===== config.mk =====
export PLATFORM = sky130hd
export DESIGN_NAME = player_shot_controller
export DESIGN_NICKNAME = d
export VERILOG_FILES = /design/src/rtl/player_shot_controller.sv
export SDC_FILE = /design/constraint.sdc
export NUM_CORES = 1
export LEC_CHECK = 0
export ABC_AREA = 1
export CORE_AREA = 10 10 75 77
export DETAILED_ROUTE_END_ITERATION = 8
export DIE_AREA = 0 0 85 87
export HOLD_SLACK_MARGIN = 0.15
export PLACE_DENSITY_LB_ADDON = 0.25
export SYNTH_ARGS = -nofsm -noshare
export SYNTH_HDL_FRONTEND = slang
export SYNTH_SLANG_ARGS = --single-unit
export TNS_END_PERCENT = 1

===== constraint.sdc =====
create_clock -name clk_36MHz -period 1.85 [get_ports clk_36MHz]
set_clock_uncertainty 0.1 [all_clocks]
set_input_delay 0.555 -clock clk_36MHz [delete_from_list [all_inputs] [get_ports clk_36MHz]]
set_output_delay 0.555 -clock clk_36MHz [all_outputs]
set_load 0.02 [all_outputs]

===== src/rtl/player_shot_controller.sv =====
// Purpose : single player-shot state machine: launch on fire, climb on move_tick,
//           retire at the top (miss) or show a timed explosion on hit.
// Latency : 1 cycle from fire/move_tick/hit to registered outputs.
// Backpr. : none; enable=0 freezes everything and pulses seen meanwhile are dropped.
//
// Ports:
//   clk_36MHz   - system clock, all state on its rising edge
//   reset       - asynchronous active-low reset
//   enable      - game-running gate, 0 holds all state
//   fire        - one-cycle launch pulse (only honoured in IDLE)
//   move_tick   - one-cycle movement / explosion-timing strobe
//   player_x    - cannon left x, sampled once at launch
//   hit         - collision report for the in-flight shot
//   shot_active - shot sprite visible (in flight)
//   exploding   - explosion sprite visible
//   shot_x      - shot sprite x
//   shot_y      - shot sprite y
//   shot_count  - shots launched, saturating at 255

module player_shot_controller #(
   parameter int X_WIDTH       = 10,
   parameter int Y_WIDTH       = 10,
   parameter int X_OFFSET      = 7,
   parameter int START_Y       = 440,
   parameter int TOP_Y         = 16,
   parameter int STEP          = 4,
   parameter int EXPLODE_TICKS = 8
) (
   input  logic               clk_36MHz,
   input  logic               reset,
   input  logic               enable,
   input  logic               fire,
   input  logic               move_tick,
   input  logic [X_WIDTH-1:0] player_x,
   input  logic               hit,
   output logic               shot_active,
   output logic               exploding,
   output logic [X_WIDTH-1:0] shot_x,
   output logic [Y_WIDTH-1:0] shot_y,
   output logic [7:0]         shot_count
);

   // ------------------------------------------------------------------
   // Constants
   // ------------------------------------------------------------------
   localparam logic [1:0] ST_IDLE    = 2'd0;
   localparam logic [1:0] ST_FLYING  = 2'd1;
   localparam logic [1:0] ST_EXPLODE = 2'd2;

   localparam int CNT_W = $clog2(EXPLODE_TICKS + 1);
   localparam int YW1   = Y_WIDTH + 1;

   localparam logic [Y_WIDTH-1:0] START_Y_C  = Y_WIDTH'(START_Y);
   localparam logic [Y_WIDTH-1:0] STEP_C     = Y_WIDTH'(STEP);
   localparam logic [X_WIDTH-1:0] X_OFFSET_C = X_WIDTH'(X_OFFSET);
   localparam logic [CNT_W-1:0]   EXPL_LOAD  = CNT_W'(EXPLODE_TICKS);
   localparam logic [CNT_W-1:0]   EXPL_ONE   = CNT_W'(1);
   // One bit wider than y so TOP_Y+STEP cannot overflow the compare.
   localparam logic [YW1-1:0]     MISS_LIMIT = YW1'(TOP_Y + STEP);

   // ------------------------------------------------------------------
   // State
   // ------------------------------------------------------------------
   logic [1:0]         state_q,  state_d;
   logic               active_q, active_d;
   logic               expl_q,   expl_d;
   logic [X_WIDTH-1:0] x_q,      x_d;
   logic [Y_WIDTH-1:0] y_q,      y_d;
   logic [7:0]         count_q,  count_d;
   logic [CNT_W-1:0]   ecnt_q,   ecnt_d;

   // A further step would carry the shot above TOP_Y: that tick retires it.
   logic at_top;
   assign at_top = ({1'b0, y_q} < MISS_LIMIT);

   // ------------------------------------------------------------------
   // Next-state logic
   // ------------------------------------------------------------------
   always_comb begin
      state_d  = state_q;
      active_d = active_q;
      expl_d   = expl_q;
      x_d      = x_q;
      y_d      = y_q;
      count_d  = count_q;
      ecnt_d   = ecnt_q;

      if (enable) begin
         case (state_q)
            ST_IDLE: begin
               // hit and move_tick have no meaning without a shot
               if (fire) begin
                  state_d  = ST_FLYING;
                  active_d = 1'b1;
                  x_d      = player_x + X_OFFSET_C;
                  y_d      = START_Y_C;
                  if (count_q != 8'hFF) begin
                     count_d = count_q + 8'd1;
                  end
               end
            end

            ST_FLYING: begin
               // hit wins over a coincident move_tick so the explosion
               // appears exactly where the collision was detected
               if (hit) begin
                  state_d  = ST_EXPLODE;
                  active_d = 1'b0;
                  expl_d   = 1'b1;
                  ecnt_d   = EXPL_LOAD;
               end else if (move_tick) begin
                  if (at_top) begin
                     state_d  = ST_IDLE;
                     active_d = 1'b0;
                     y_d      = START_Y_C;
                  end else begin
                     y_d = y_q - STEP_C;
                  end
               end
            end

            ST_EXPLODE: begin
               if (move_tick) begin
                  if (ecnt_q == EXPL_ONE) begin
                     state_d = ST_IDLE;
                     expl_d  = 1'b0;
                     y_d     = START_Y_C;
                     ecnt_d  = '0;
                  end else begin
                     ecnt_d = ecnt_q - EXPL_ONE;
                  end
               end
            end

            default: begin
               // unreachable encoding: recover to a clean idle
               state_d  = ST_IDLE;
               active_d = 1'b0;
               expl_d   = 1'b0;
               y_d      = START_Y_C;
               ecnt_d   = '0;
            end
         endcase
      end
   end

   // ------------------------------------------------------------------
   // Registers
   // ------------------------------------------------------------------
   always_ff @(posedge clk_36MHz or negedge reset) begin
      if (!reset) begin
         state_q  <= ST_IDLE;
         active_q <= 1'b0;
         expl_q   <= 1'b0;
         x_q      <= '0;
         y_q      <= START_Y_C;
         count_q  <= 8'd0;
         ecnt_q   <= '0;
      end else begin
         state_q  <= state_d;
         active_q <= active_d;
         expl_q   <= expl_d;
         x_q      <= x_d;
         y_q      <= y_d;
         count_q  <= count_d;
         ecnt_q   <= ecnt_d;
      end
   end

   // ------------------------------------------------------------------
   // Outputs (all straight from flops)
   // ------------------------------------------------------------------
   assign shot_active = active_q;
   assign exploding   = expl_q;
   assign shot_x      = x_q;
   assign shot_y      = y_q;
   assign shot_count  = count_q;

endmodule


Word level (Yosys, flattened, before mapping)
Cells that the tools add are included.
{ "classes": {"addsub": 4, "order_cmp": 1, "n_eq_ne": 12, "muxes": 27, "n_bitwise": 2, "n_reduce_logical": 8} }
{ "op_table": {"columns": ["cell", "count"], "rows": [
  ["two-way mux 10 bit", 6],
  ["case mux 10 bit (3 select lines)", 1],
  ["two-way mux 2 bit", 6],
  ["two-way mux 4 bit", 3],
  ["!= test 2 bit (second input constant)", 6],
  ["case mux 4 bit (3 select lines)", 1],
  ["AND reduction 6 bit", 2],
  ["adder 10 x 3 -> 10 bit (second input constant)", 1],
  ["< comparator 10 x 5 -> 1 bit (second input constant)", 1],
  ["AND reduction 5 bit", 2],
  ["subtractor 10 x 3 -> 10 bit (second input constant)", 1],
  ["adder 8 x 1 -> 8 bit (second input constant)", 1],
  ["!= test 8 bit (second input constant)", 1],
  ["AND reduction 4 bit", 2],
  ["two-way mux 1 bit", 7],
  ["!= test 3 bit (second input constant)", 2],
  ["case mux 1 bit (3 select lines)", 2],
  ["case mux 2 bit (3 select lines)", 1],
  ["== test 4 x 1 -> 1 bit (second input constant)", 1],
  ["subtractor 4 x 1 -> 4 bit (second input constant)", 1],
  ["AND reduction 3 bit", 1],
  ["== test 2 x 1 -> 1 bit (second input constant)", 1],
  ["== test 2 bit (second input constant)", 1],
  ["logical NOT 2 bit", 1],
  ["inverter 1 bit", 2]
]} }
{ "word_totals": {"reg_bits": 36, "inputBits": 16, "out_inout_bits": 30, "wordCells": 61} }

Longest topological paths before layout
{ "depth": {"depth_word": 5, "depth_mapped": 10, "ltp_nobuf": 10} }

Least setup slack after synthesis
Ideal clock, no wire load.
{ "synth_timing": {"path_kind": "register to register", "start": "register y_q[2] (netlist: shot_y[2])", "end": "register state_q[0]", "setup_time_ps": 117, "arrival_time_ps": 1357, "t_required_ps": 1633, "path_slack_ps": 276, "stages_incl_launch_ff": 10, "cell_sequence": "dfrtp_1 inv_1 ha_1 inv_1 a21oi_1 nand3_1 nand2_1 nand2_1 nand2_1 nand2_1"} }
{ "synth_between": {"elab_chain_cells": 3} }
{ "synth_rtl": {"columns": ["item", "line", "source"], "rows": [
  ["start, declared", "68", "logic [Y_WIDTH-1:0] y_q, y_d;"],
  ["start signal, assigned", "164", "y_q <= y_d;"],
  ["< comparator 10 x 5 -> 1 bit", "74", "assign at_top = ({1'b0, y_q} < MISS_LIMIT);"],
  ["!= test 3 bit (no source line)", null, null],
  ["AND reduction 6 bit (no source line)", null, null],
  ["end signal, assigned", "160", "state_q <= state_d;"],
  ["end, declared", "64", "logic [1:0] state_q, state_d;"]
]} }
Every way passes these cells.
A chain may end at the register's enable or synchronous reset.

Worst setup path in the final report
{ "layout_timing": {"start": "register y_q[3] (netlist: shot_y[3])", "end": "output shot_y[3]"} }
{ "layout_lines": {"columns": ["item", "line", "source"], "rows": [
  ["end, declared", "39", "output logic [Y_WIDTH-1:0] shot_y,"]
]} }
No word-level cell between the ends.

==> flow_metrics.tcl <==
set metrics [dict create \
    crit_buf_inv 1 \
    outcome "finished clean" \
    wl_per_cell_um 11.33 \
    critPathArrivalTime_ps 1150 \
    dieArea_mm2 0.007395 \
    maxCapViolations 0 \
    die_w_um 85 \
    std_cell_rows 24 \
    synthTopCellsByArea "dfrtp_1 36%, nand2_1 19%, inv_1 6.7%, dfstp_2 6.6%, nand3_1 5.2%" \
    hold_viol 0 \
    pin_count 46 \
    htreeDepth 2 \
    clkSinkCount 34 \
    antenna_found_initial 0 \
    cts_root_buf "clkbuf_8" \
    synth_commonest_cells "102 x nand2_1, 36 x inv_1, 29 x dfrtp_1" \
    postRouteAntennaNets 0 \
    crit_required_ps 1190 \
    path_cells "dlygate4sd2_1" \
    endpoint_kind "output pin" \
    nets 370 \
    period_minus_slack_ps 1808 \
    clk_pin_slew_ps 70 \
    crit_fanout 2 \
    synth-async-reset-ratio 1.000 \
    areaGrowthSynthToFinish_pct 36.79 \
    clk_path_buf_depth 2 \
    yosysMostFrequentCell "nand2_1" \
    synth_edf_count 0 \
    rsz0062_at_grt "true" \
    cts_setup_buffers 0 \
    cts_tree "yes" \
    yosysWarnings 0 \
    finalSetupTns_ps 0 \
    grtUsageTotal 0.1286 \
    cts_buffers 5 \
    peakVddDrop_mv 0.6498 \
    drtIter0Drc 66 \
    syn_inst 275 \
    antenna_cells 0 \
    synth_area_mm2 0.002003 \
    setup_viol 0 \
    overflow 0 \
    synth_area_leader_cell "dfrtp_1" \
    fin_cells 399 \
    hold_class "flop to flop" \
    ys_ff_latch 34 \
    port_buffers 43 \
    seq_area_um2 857.1 \
    fmax_ghz 0.5532 \
    cpPeakStageDelay_ps 540 \
    syn_area_per_cell_um2 7.284 \
    grt_pass1_vias 1879 \
    place_area_mm2 0.002665 \
    r2r_setup_slack_ps 120 \
    slowest_stage "dfstp_2" \
    fill_cells 407 \
    seq_area_frac_synth 0.4279 \
    multiInputGateArea_um2 978.4 \
    grt_pass1_wl_um 7948 \
    gp_congestion 0.7803 \
    num_vias 1851 \
    wl_um 4520 \
    fin_util 0.6472 \
    remaining_drc_errors 0 \
    via_per_inst 4.639 \
    finalMaxSlewViolations 0 \
    leakagePower_uw 0.001486 \
    synthFlopType "dfrtp_1" \
    coreArea_mm2 0.004234 \
    start_util 0.4731 \
    drive_above_1_share 0.1239 \
    clock_latency_ps 290 \
    final_cell_area_mm2 0.002740 \
    min_period_over_period 0.9772 \
    hold_buffers 0 \
    post-place-cells 391 \
    startpoint_type "flop" \
    worstSetupPathType "flop to output pin" \
    die_h_um 87 \
    first_pass_iters 4 \
    powerDensity_mw_per_mm2 1393 \
    yosys.area.top_type_share 0.3623 \
    hpwl_um 3598 \
    path_delay_family "flip-flops" \
    synth_cell_type_count 25 \
    grt_max_degree 35 \
]
## placed cells by master (no fill, tap or decap), types with 3 or more instances in the layout
cell type and instances:
xnor2_1 10, inv_1 36, dfstp_2 5, nand4_1 4, nand3_1 21, clkbuf_8 5
ha_1 8, buf_4 23, o21ai_0 18, dlygate4sd2_1 27, clkdlybuf4s50_1 15, nand2_1 102
nor2_1 21, nand3_2 3, dfrtp_1 29
## final timing paths
kind	startpoint	end	cells after the start
min in group asynchronous	reset	shot_y[9]$_DFFE_PN0P_	2
hold reg to reg	shot_active$_DFFE_PN0P_	shot_active$_DFFE_PN0P_	2
hold / removal	shot_active$_DFFE_PN0P_	shot_active$_DFFE_PN0P_	2
max in group asynchronous	reset	shot_y[3]$_DFFE_PN1P_	2
setup / recovery	shot_y[3]$_DFFE_PN1P_	shot_y[3]	1
setup reg to reg	shot_y[3]$_DFFE_PN1P_	shot_y[2]$_DFFE_PN0P_	10
## area by class of cell
cell class                 count  area share
inverter                      38     0.05251
clock inverter                 1     0.01096
sequential                    34      0.3128
clock buffer                   7     0.02785
tap                           52     0.02374
multi-input combinational    200      0.3571
timing repair buffer          67      0.2151
## state kept, by name (all words and copies together), names as in the netlist
signal	flops
shot_x	10
ecnt_q	4
shot_count	8
shot_y	8
exploding	1
state_q	2
shot_active	1
## power by group
group / switching [uW] / internal (uW) / leakage, uW
Clock: 268 / 403 / 0.0000524
Sequential: 157 / 1060 / 0.000428
Combinational: 1160 / 768 / 0.00101
Total: 1590 / 2230 / 0.00149
## layer usage
layer / track usage / vias up / wire, um / part of all wire
met2: 0.2200 / 36 / 2127 / 0.47
met5: 0 / - / 0 / 0
met4: 0.05539 / 0 / 80 / 0.018
met1: 0.1365 / 818 / 1985 / 0.44
met3: 0.05243 / 6 / 326 / 0.072
li1: - / 991 / - / -
## kinds of logic after synthesis
group	share of synthesized area
buffers and inverters	0.08681
other	0.001872
and+or+nand+nor	0.3211
DFF	0.4279
AOI/OAI and AO/OA	0.05996
adders and majority gates	0.04997
xor gates and xnor gates	0.05247
## repair_timing
action	in CTS	in global routing
setup endpoints to repair	28	7
endpoints found under the hold margin	0	0
pin swaps	0	1
gates resized for setup	28	2
## per-stage QoR
stage	setup WS (ps)	power [uW]	hold WS, ps
5_1_grt	-21.79	4165	399.0
4_1_cts	18.23	3865	373.2
2_1_floorplan	276.2	2437	159.4
3_5_place_dp	-202.2	3340	364.6
6_report	42.22	3817	368.8
3_3_place_gp	-151.4	3300	363.0
No activity file was read; power rests on OpenSTA's default activity.
==> RTL change: new RTL, config.mk and constraints unchanged <==
The parameter `START_Y` goes from 440 to 330.
--- a/src/rtl/player_shot_controller.sv
+++ b/src/rtl/player_shot_controller.sv
@@ -22,5 +22,5 @@
    parameter int Y_WIDTH       = 10,
    parameter int X_OFFSET      = 7,
-   parameter int START_Y       = 440,
+   parameter int START_Y       = 330,
    parameter int TOP_Y         = 16,
    parameter int STEP          = 4,
Formal check against the unedited RTL: not equivalent (Yosys sat finds a counterexample within 4 cycles, from zero or initial values and one cycle with reset low).
==> RTL change against the unedited design <==
Area after synthesis is 3.0% higher; sequential cell count is 1 higher; wire length is 6.4% higher; design area increased by 1.8%; largest power group unchanged; worst setup slack gained 0.0050 ns; hold slack worse by 0.015 ns; critical path depth is the same; sequential power up 7%; power increased by 4.0%.
==> RTL change: results <==
[clocking]
holdBufCountCts = 1
clkTransAtPathRegs_ns = 0.07
cts-root-buf = clkbuf_8
clk-insertion-delay-late_ns = 0.28
post_cts_resized = 30
htree_levels = 2

[yosys]
yosys-top-cells-area = dfrtp_1 (38%), nand2_1 (13%), inv_1 (6.4%)
synth_xor_area_share_pct = 5.09
ys_types = 29
synth_common_cells = nand2_1 (71), inv_1 (35), dfrtp_1 (31), nor2_1 (24), nand3_1 (23)
synth_fa_ha_area_share_pct = 4.85
synthMuxAreaShare_pct = 0
ys_warn_count = 0
seq_area_frac_synth_pct = 42.7
syn-num-nets = 292
synthArstFlopShare_pct = 100
synth_compound_area_share_pct = 8.67

[global_routing]
grt.total_usage_pct = 13.0
grt_pass1_vias = 1789
grt_max_degree = 28

[cells_and_area]
layout-drive-gt1-share_pct = 16.2
final_nets = 365
largest_register_ffs = 10

[placement]
port_buffers = 44
place.detailed.hpwl_um = 3690
globalplace.congestion = 0.841
pre_cts_slack_ns = -0.185

[pwr]
p_int_w = 0.00220
worst_ir_drop_vdd_mv = 0.855
p_leak_nw = 1.48

[hold_path]
hold_path_class = reg -> reg
hold_depth = 2

[route]
drtIter0Drc = 131
wl_per_cell_um = 12.3
drt_pre_antenna_iters = 4
vias = 1880

[setup_path]
slowest_stage = dfstp_2
cp_slowest_stage_delay_ns = 0.53
cp.arrival_ns = 1.15
cp_max_fo = 2

[outcome]
status = finished clean
[RTL change: metal layers]
metal,wire length [um],part of all wire [%],vias up,track usage (%)
met5,0,0,-,0
met4,85,1.8,0,5.24
met3,327,6.8,7,5.62
met2,2200,46,42,21.3
met1,2200,46,838,14.6
li1,-,-,993,-
[RTL change: path summary, 6_finish.rpt]
path,slack (ns),start,to
max in group asynchronous,0.60,reset,shot_y[8]
worst min-delay path,0.35,shot_y[1],shot_y[1]
worst max register to register,0.12,shot_y[3],shot_y[3]
min in group asynchronous,0.56,reset,shot_y[4]
worst min register to register,0.35,shot_y[1],shot_y[1]
worst max-delay path,0.05,shot_y[1],shot_y[1]
[RTL change: cells by family after synthesis]
group,count (synthesis)
buffers and inverters,42
DFF,35
AOI/OAI and AO/OA,29
xor gates and xnor gates,12
and+or+nand+nor,141
other,1
adders and majority gates,8
[RTL change: cell type report]
cell class                 count  area, um^2
timing repair buffer          69         601
clock buffer                   6        72.6
fill                         366        1450
tap                           52        65.1
multi-input combinational    191        1020
sequential                    35         881
inverter                      39         149
[RTL change: through the flow]
stage	instance area [um^2]	std cells	utilization (%)	power (W)	setup TNS, ns
floorplan	2060	268	-	0.00269	0
global placement	2730	385	64.6	0.00359	-1.92
detailed placement	2730	385	64.6	0.00363	-2.40
CTS	2780	392	65.7	0.00400	0
global route	2790	392	65.9	0.00430	-0.00614
finish	2790	392	65.9	0.00397	0
[RTL change: power groups by stage]
stage               clock [W]  sequential (W)  combinational [W]
floorplan                   0         0.00160            0.00109
global placement            0         0.00130            0.00229
detailed placement          0         0.00131            0.00233
CTS                  0.000526         0.00129            0.00218
global route         0.000548         0.00133            0.00242
finish               0.000507         0.00129            0.00217
